File: src/rtl/rca_slice_sequencer_if.sv
// ---------------------------------------------------------------------------
// rca_slice_sequencer_if
//   Handshake/data bundle for the sequential wide adder.
//   Parameter W : operand/result width in bits.
//   Operand side : in_valid (m->s), in_ready (s->m), a, b (m->s)
//                  op (m->s, only when RCA_SEQ_SUB_EN is defined; 0=add 1=sub)
//   Result side  : res_valid (s->m), res_ready (m->s), sum, cout (s->m)
//   Status       : busy (s->m), high while an operation is in flight
//   Modports: master = producer/consumer side, slave = the sequencer.
//   Optional feature macro: RCA_SEQ_SUB_EN
// ---------------------------------------------------------------------------
interface rca_slice_sequencer_if #(
  parameter int W = 32
);
  logic         in_valid;
  logic         in_ready;
  logic [W-1:0] a;
  logic [W-1:0] b;
`ifdef RCA_SEQ_SUB_EN
  logic         op;
`endif
  logic         res_valid;
  logic         res_ready;
  logic [W-1:0] sum;
  logic         cout;
  logic         busy;

  modport master (
    output in_valid,
    output a,
    output b,
`ifdef RCA_SEQ_SUB_EN
    output op,
`endif
    output res_ready,
    input  in_ready,
    input  res_valid,
    input  sum,
    input  cout,
    input  busy
  );

  modport slave (
    input  in_valid,
    input  a,
    input  b,
`ifdef RCA_SEQ_SUB_EN
    input  op,
`endif
    input  res_ready,
    output in_ready,
    output res_valid,
    output sum,
    output cout,
    output busy
  );
endinterface

File: src/rtl/rca_slice_sequencer.sv
// ---------------------------------------------------------------------------
// rca_slice_sequencer
//   Computes a SLICE*CHUNKS-bit sum with a single SLICE-bit ripple-carry
//   slice, one chunk per clock, LSB chunk first. A registered carry links
//   the chunks. Result is held until the consumer accepts it.
//   Ports:
//     clk   : clock, rising edge
//     rst_n : asynchronous active-low reset
//     bus   : rca_slice_sequencer_if.slave (in_valid/in_ready/a/b[/op],
//             res_valid/res_ready/sum/cout, busy)
//   Optional feature macro: RCA_SEQ_SUB_EN
//     defined   -> bus.op selects add (0) or subtract (1), a - b = a + ~b + 1
//     undefined -> always adds, no op signal
// ---------------------------------------------------------------------------
module rca_slice_sequencer #(
  parameter int SLICE  = 4,
  parameter int CHUNKS = 8
) (
  input  logic                  clk,
  input  logic                  rst_n,
  rca_slice_sequencer_if.slave  bus
);
  localparam int W  = SLICE * CHUNKS;
  localparam int CW = (CHUNKS > 1) ? $clog2(CHUNKS) : 1;

  typedef enum logic [1:0] {IDLE, RUN, DONE} state_t;

  state_t          state_q;
  logic [W-1:0]    a_q, b_q, sum_q;
  logic            carry_q, cout_q, res_valid_q, busy_q;
  logic [CW-1:0]   cnt_q;

  // Bit-level ripple chain of the slice, carry-in from the carry register.
  logic [SLICE:0]   rc;
  logic [SLICE-1:0] slice_sum;
  assign rc[0] = carry_q;
  generate
    for (genvar gi = 0; gi < SLICE; gi++) begin : g_fa
      assign slice_sum[gi] = a_q[gi] ^ b_q[gi] ^ rc[gi];
      assign rc[gi+1]      = (a_q[gi] & b_q[gi]) | (rc[gi] & (a_q[gi] ^ b_q[gi]));
    end
  endgenerate

  // New slice result enters at the top; the wide concatenation keeps this
  // legal for CHUNKS=1, where the whole sum register is one slice.
  logic [W+SLICE-1:0] sum_cat;
  logic [W-1:0]       sum_shift;
  assign sum_cat   = {slice_sum, sum_q};
  assign sum_shift = sum_cat[W+SLICE-1:SLICE];

  // Operand B and carry preset as loaded at the accepting edge.
  logic [W-1:0] b_load;
  logic         carry_load;
`ifdef RCA_SEQ_SUB_EN
  assign b_load     = bus.op ? ~bus.b : bus.b;
  assign carry_load = bus.op;
`else
  assign b_load     = bus.b;
  assign carry_load = 1'b0;
`endif

  always_ff @(posedge clk or negedge rst_n) begin
    if (!rst_n) begin
      state_q     <= IDLE;
      a_q         <= '0;
      b_q         <= '0;
      sum_q       <= '0;
      carry_q     <= 1'b0;
      cout_q      <= 1'b0;
      res_valid_q <= 1'b0;
      busy_q      <= 1'b0;
      cnt_q       <= '0;
    end else begin
      case (state_q)
        IDLE: begin
          if (bus.in_valid) begin
            a_q     <= bus.a;
            b_q     <= b_load;
            carry_q <= carry_load;
            cnt_q   <= '0;
            busy_q  <= 1'b1;
            state_q <= RUN;
          end
        end
        RUN: begin
          sum_q   <= sum_shift;
          a_q     <= a_q >> SLICE;
          b_q     <= b_q >> SLICE;
          carry_q <= rc[SLICE];
          cnt_q   <= cnt_q + CW'(1);
          if (cnt_q == CW'(CHUNKS - 1)) begin
            cout_q      <= rc[SLICE];
            res_valid_q <= 1'b1;
            state_q     <= DONE;
          end
        end
        DONE: begin
          if (bus.res_ready) begin
            res_valid_q <= 1'b0;
            busy_q      <= 1'b0;
            state_q     <= IDLE;
          end
        end
        default: state_q <= IDLE;
      endcase
    end
  end

  assign bus.in_ready  = (state_q == IDLE);
  assign bus.res_valid = res_valid_q;
  assign bus.sum       = sum_q;
  assign bus.cout      = cout_q;
  assign bus.busy      = busy_q;
endmodule

File: src/flat_wrapper.sv
// flat-port wrapper written by rule: the top's interface ports become plain ports
module rca_slice_sequencer_flat 
#(
  parameter int SLICE  = 4,
  parameter int CHUNKS = 8
)
  (clk, rst_n, bus_in_valid, bus_a, bus_b, bus_res_ready, bus_in_ready, bus_res_valid, bus_sum, bus_cout, bus_busy);
  rca_slice_sequencer_if #(.W((SLICE * CHUNKS))) bus_i ();
  input  logic clk;
  input  logic rst_n;
  input wire logic [$bits(bus_i.in_valid)-1:0] bus_in_valid;
  input wire logic [$bits(bus_i.a)-1:0] bus_a;
  input wire logic [$bits(bus_i.b)-1:0] bus_b;
  input wire logic [$bits(bus_i.res_ready)-1:0] bus_res_ready;
  output wire logic [$bits(bus_i.in_ready)-1:0] bus_in_ready;
  output wire logic [$bits(bus_i.res_valid)-1:0] bus_res_valid;
  output wire logic [$bits(bus_i.sum)-1:0] bus_sum;
  output wire logic [$bits(bus_i.cout)-1:0] bus_cout;
  output wire logic [$bits(bus_i.busy)-1:0] bus_busy;
  assign bus_i.in_valid = bus_in_valid;
  assign bus_i.a = bus_a;
  assign bus_i.b = bus_b;
  assign bus_i.res_ready = bus_res_ready;
  assign bus_in_ready = bus_i.in_ready;
  assign bus_res_valid = bus_i.res_valid;
  assign bus_sum = bus_i.sum;
  assign bus_cout = bus_i.cout;
  assign bus_busy = bus_i.busy;
  rca_slice_sequencer #(.SLICE(SLICE), .CHUNKS(CHUNKS)) u_core (.clk(clk), .rst_n(rst_n), .bus(bus_i));
endmodule
File: config.mk
export PLATFORM = sky130hd
export DESIGN_NAME = rca_slice_sequencer_flat
export DESIGN_NICKNAME = d
export VERILOG_FILES = /design/src/rtl/rca_slice_sequencer_if.sv /design/src/rtl/rca_slice_sequencer.sv /design/src/flat_wrapper.sv
export SDC_FILE = /design/constraint.sdc
export NUM_CORES = 1
export LEC_CHECK = 0
export BUFFER_PORTS_ARGS = -buffer_cell sky130_fd_sc_hd__buf_2
export CAP_MARGIN = 5
export CORE_MARGIN = 10
export CORE_UTILIZATION = 45
export DETAILED_ROUTE_END_ITERATION = 6
export PLACE_DENSITY = 0.71
export SLEW_MARGIN = 20
export SYNTH_ARGS = -nofsm -noshare
export SYNTH_HDL_FRONTEND = slang
export SYNTH_SLANG_ARGS = --single-unit
export TNS_END_PERCENT = 50
File: constraint.sdc
create_clock -name clk -period 1.93 [get_ports clk]
set_input_delay 0.0965 -clock clk [delete_from_list [all_inputs] [get_ports clk]]
set_output_delay 0.0965 -clock clk [all_outputs]
set_load 0.01 [all_outputs]
==> key figures <==
Run status
  – Run status: finished, violations left
  – Failing checks: negative setup slack

GRT
  – Met1 usage: 22.69%
  – Met2 usage: 25.23%
  – Vias in the first global route: 3921
  – Largest net degree at the start of global routing: 56
  – GRT Util Overall: 16.43%
  – Met3 usage: 4.330%
  – Most used routing layer: met2
  – First-pass GRT wire length: 20190 µm
  – Total gr overflow: 0
  – Antenna violations before repair: 0

Setup path
  – CP Class: flop to flop
  – Critical path capture point: u_core.bus.sum[31]
  – Critical path origin: u_core.a_q[0]
  – Critical Path Sink Type: flop
  – R2R setup slack: -0.11 ns
  – Worst R2R Start: u_core.a_q[0]
  – Max FO, Critical Path: 2
  – R2R Path End: u_core.bus.sum[31]
  – WP data arrival: 2.35 ns
  – Required time worst endpoint: 2.24 ns
  – Critical Path Max Stage Delay: 0.42 ns
  – Critical Path Source Type: flop
  – Worst R2R Path Depth: 8
  – Cell Chain, Critical Path: fa_2 > inv_2 > fa_2 > inv_2 > fa_2 > inv_2 > fa_1 > o21ai_1
  – CP max-delay cell: dfrtp_1

Synth
  – Yosys reg bits: 105
  – Syn Inst Count: 469
  – YS warnings: 0
  – Cell Area, Synth: 0.004788 mm²
  – Sequential share of the synthesized area: 54.87%
  – Synth unique cells: 30
  – Syn_nets: 543
  – Synth Area per Inst: 10.21 µm²

Pwr
  – Pwr dens: 1606 mW/mm²
  – IR drop worst, VDD: 581.6 µV
  – Leak: 2.675 nW
  – Tot Pwr: 0.009224 W

STA
  – RSZ-0062 raised after global routing: true
  – Setup Skew: 0.01520 ns
  – Max Freq: 489.3 MHz
  – Worst setup margin: -0.1137 ns
  – Setup-failing EPs final: 1
  – Final Hold Viols: 0
  – Fin crit share: 105.9%
  – Pins over their slew limit: 0
  – Relative slew slack: 64.21%
  – Worst-margin pin slew: 0.5369 ns
  – Crit path time final: 2.044 ns

Place
  – Placement Setup Slack: -0.1085 ns
  – Post-DP HPWL: 8888 µm
  – Gp weighted congestion: 0.8260
  – Placed instance count: 685
  – IO Port Bufs: 103

Clock network
  – H-tree depth: 3
  – # clock sinks: 105
  – CTS root buf: clkbuf_8
  – Post-CTS setup buffer count: 0
  – Clk_lat worst skew: 0.38 ns
  – Reg clk slew, reported paths: 0.11 ns
  – CTS tree: done
  – CTS buffer count: 9
  – CTS Buffer Depth: 2

Drt
  – DRC viols: 0
  – DRT iter0 DRCs: 380
  – Post-Route WL: 12600 µm
  – Antenna viol nets, final: 0
  – Vias per Instance: 5.659
  – Vias: 4052
  – WL per Instance: 17.60 µm
  – Drt pass-1 iters: 4

Min path
  – Hold_sp: bus_b[22]
  – Hold crit path type: input pin to flop

Floorplanning
  – Starting Density: 46.38%
  – Horiz. Die Dim: 123.2 µm
  – Ports: 104
  – Core footprint: 0.01032 mm²
  – Die area: 0.01517 mm²
  – Placement Rows: 37
  – Height of the die: 123.2 µm

Job
  – Max-cap violations: 0

Finish
  – ANT cells: 0
  – Fill cells: 917
  – Number of nets in the layout: 649
  – Synth-to-Final Area Change: 19.96%
  – Register area: 0.002628 mm²
  – Multi-input combinational cell area: 0.001846 mm²
  – Layout cells sized above 1: 29.83%
  – Cell Count, Final, Fillers Out: 716
## cells in the mapped netlist (all sizes together)
cell type / count / area, µm²
a21oi: 52 / 294.0
a22o: 2 / 17.52
a2bb2oi: 2 / 17.52
buf: 35 / 269.0
clkbuf: 5 / 18.77
dfrtp: 105 / 2628
fa: 4 / 80.08
ha: 2 / 25.02
inv: 10 / 37.54
nand2: 104 / 390.4
nand2b: 3 / 33.79
nand3b: 6 / 45.04
nor2: 4 / 30.03
nor2b: 3 / 18.77
o21ai: 23 / 115.1
o221a: 5 / 56.30
o22ai: 100 / 681.9
o2bb2ai: 1 / 8.760
o31ai: 1 / 7.510
or2: 1 / 6.260
or2b: 1 / 7.510
## metrics by stage
stage	hold slack (ns)	cell area (µm²)	TNS [ns]	util (%)
2_1_floorplan	-0.1991	4796	-0.05726	-
3_3_place_gp	-0.02810	5401	-0.06895	52.32
3_5_place_dp	-0.02329	5401	-0.1085	52.32
4_1_cts	0.0004963	5744	-0.1262	55.64
5_1_grt	0.009457	5744	-0.1900	55.64
6_report	0.01236	5744	-0.1137	55.64
## worst max-delay path: cells and delay by family, from the launching register on
family | cells | cell delay, ns
flops | 1 | 0.42
compound gates | 1 | 0.13
buf+inv | 3 | 0.16
fa+ha+maj | 4 | 1.29
## power breakdown
part	total [W]	switching (W)	internal (W)	leakage, nW
Combinational	0.00380	0.00213	0.00167	1.32
Sequential	0.00408	0.000864	0.00321	1.25
Clock	0.00135	0.000812	0.000536	0.100
Total	0.00922	0.00380	0.00542	2.68
## layer usage
metal	up-vias	wire length (µm)
li1	1920	-
met1	2007	5731
met2	115	5927
met3	10	835
met4	0	108
met5	-	0
## worst min-delay path by stage
| stage | to | cells past startpoint | slack [ns] |
|---|---|---|---|
| after floorplan | u_core.a_q[0] | 0 | -0.20 |
| after global placement | u_core.bus.sum[23] | 1 | -0.03 |
| after detailed placement | u_core.bus.sum[23] | 1 | -0.02 |
| after CTS | u_core.b_q[11] | 3 | 0.0005 |
| after global routing | u_core.b_q[25] | 3 | 0.009 |
| final | u_core.b_q[22] | 3 | 0.01 |
## cells by family after synthesis
group / after synthesis / synth area share (%)
compound gates: 186 / 25.03
fa+ha+maj: 6 / 2.195
buf+inv: 50 / 6.794
flops: 105 / 54.87
simple gates: 122 / 11.11
## state kept, by name (all words and copies together), names as in the netlist, 2 cells and up
register and flops:
u_core.a_q 32, u_core.b_q 32, u_core.bus.sum 32, u_core.cnt_q 3, u_core.state_q 2
## area by class of cell
| cell class | instances | share of cell area, % |
|---|---|---|
| Sequential cell | 105 | 45.74 |
| Clock buffer | 10 | 2.396 |
| Tap cell | 136 | 2.962 |
| Clock inverter | 6 | 0.9584 |
| Timing Repair Buffer | 135 | 15.16 |
| Inverter | 10 | 0.6535 |
| Multi-Input combinational cell | 314 | 32.13 |
## repair_timing
item,4_1_cts,5_1_grt
pin swaps,0,0
endpoints found under the setup margin,1,2
endpoints found under the hold margin,119,0
hold buffers,15,0
resized for setup,0,1
## cells in the final DEF (no fill, tap or decap), drive strengths merged, types with 2 or more instances in the layout
master / count
buf: 120
dfrtp: 105
nand2: 104
o22ai: 100
a21oi: 52
o21ai: 23
dlygate4sd3: 15
inv: 15
clkbuf: 10
nand3b: 6
o221a: 5
fa: 4
nor2: 4
nand2b: 3
nor2b: 3
a2bb2oi: 2
a22o: 2
ha: 2
Note: power is estimated with default switching activity, not from simulation.
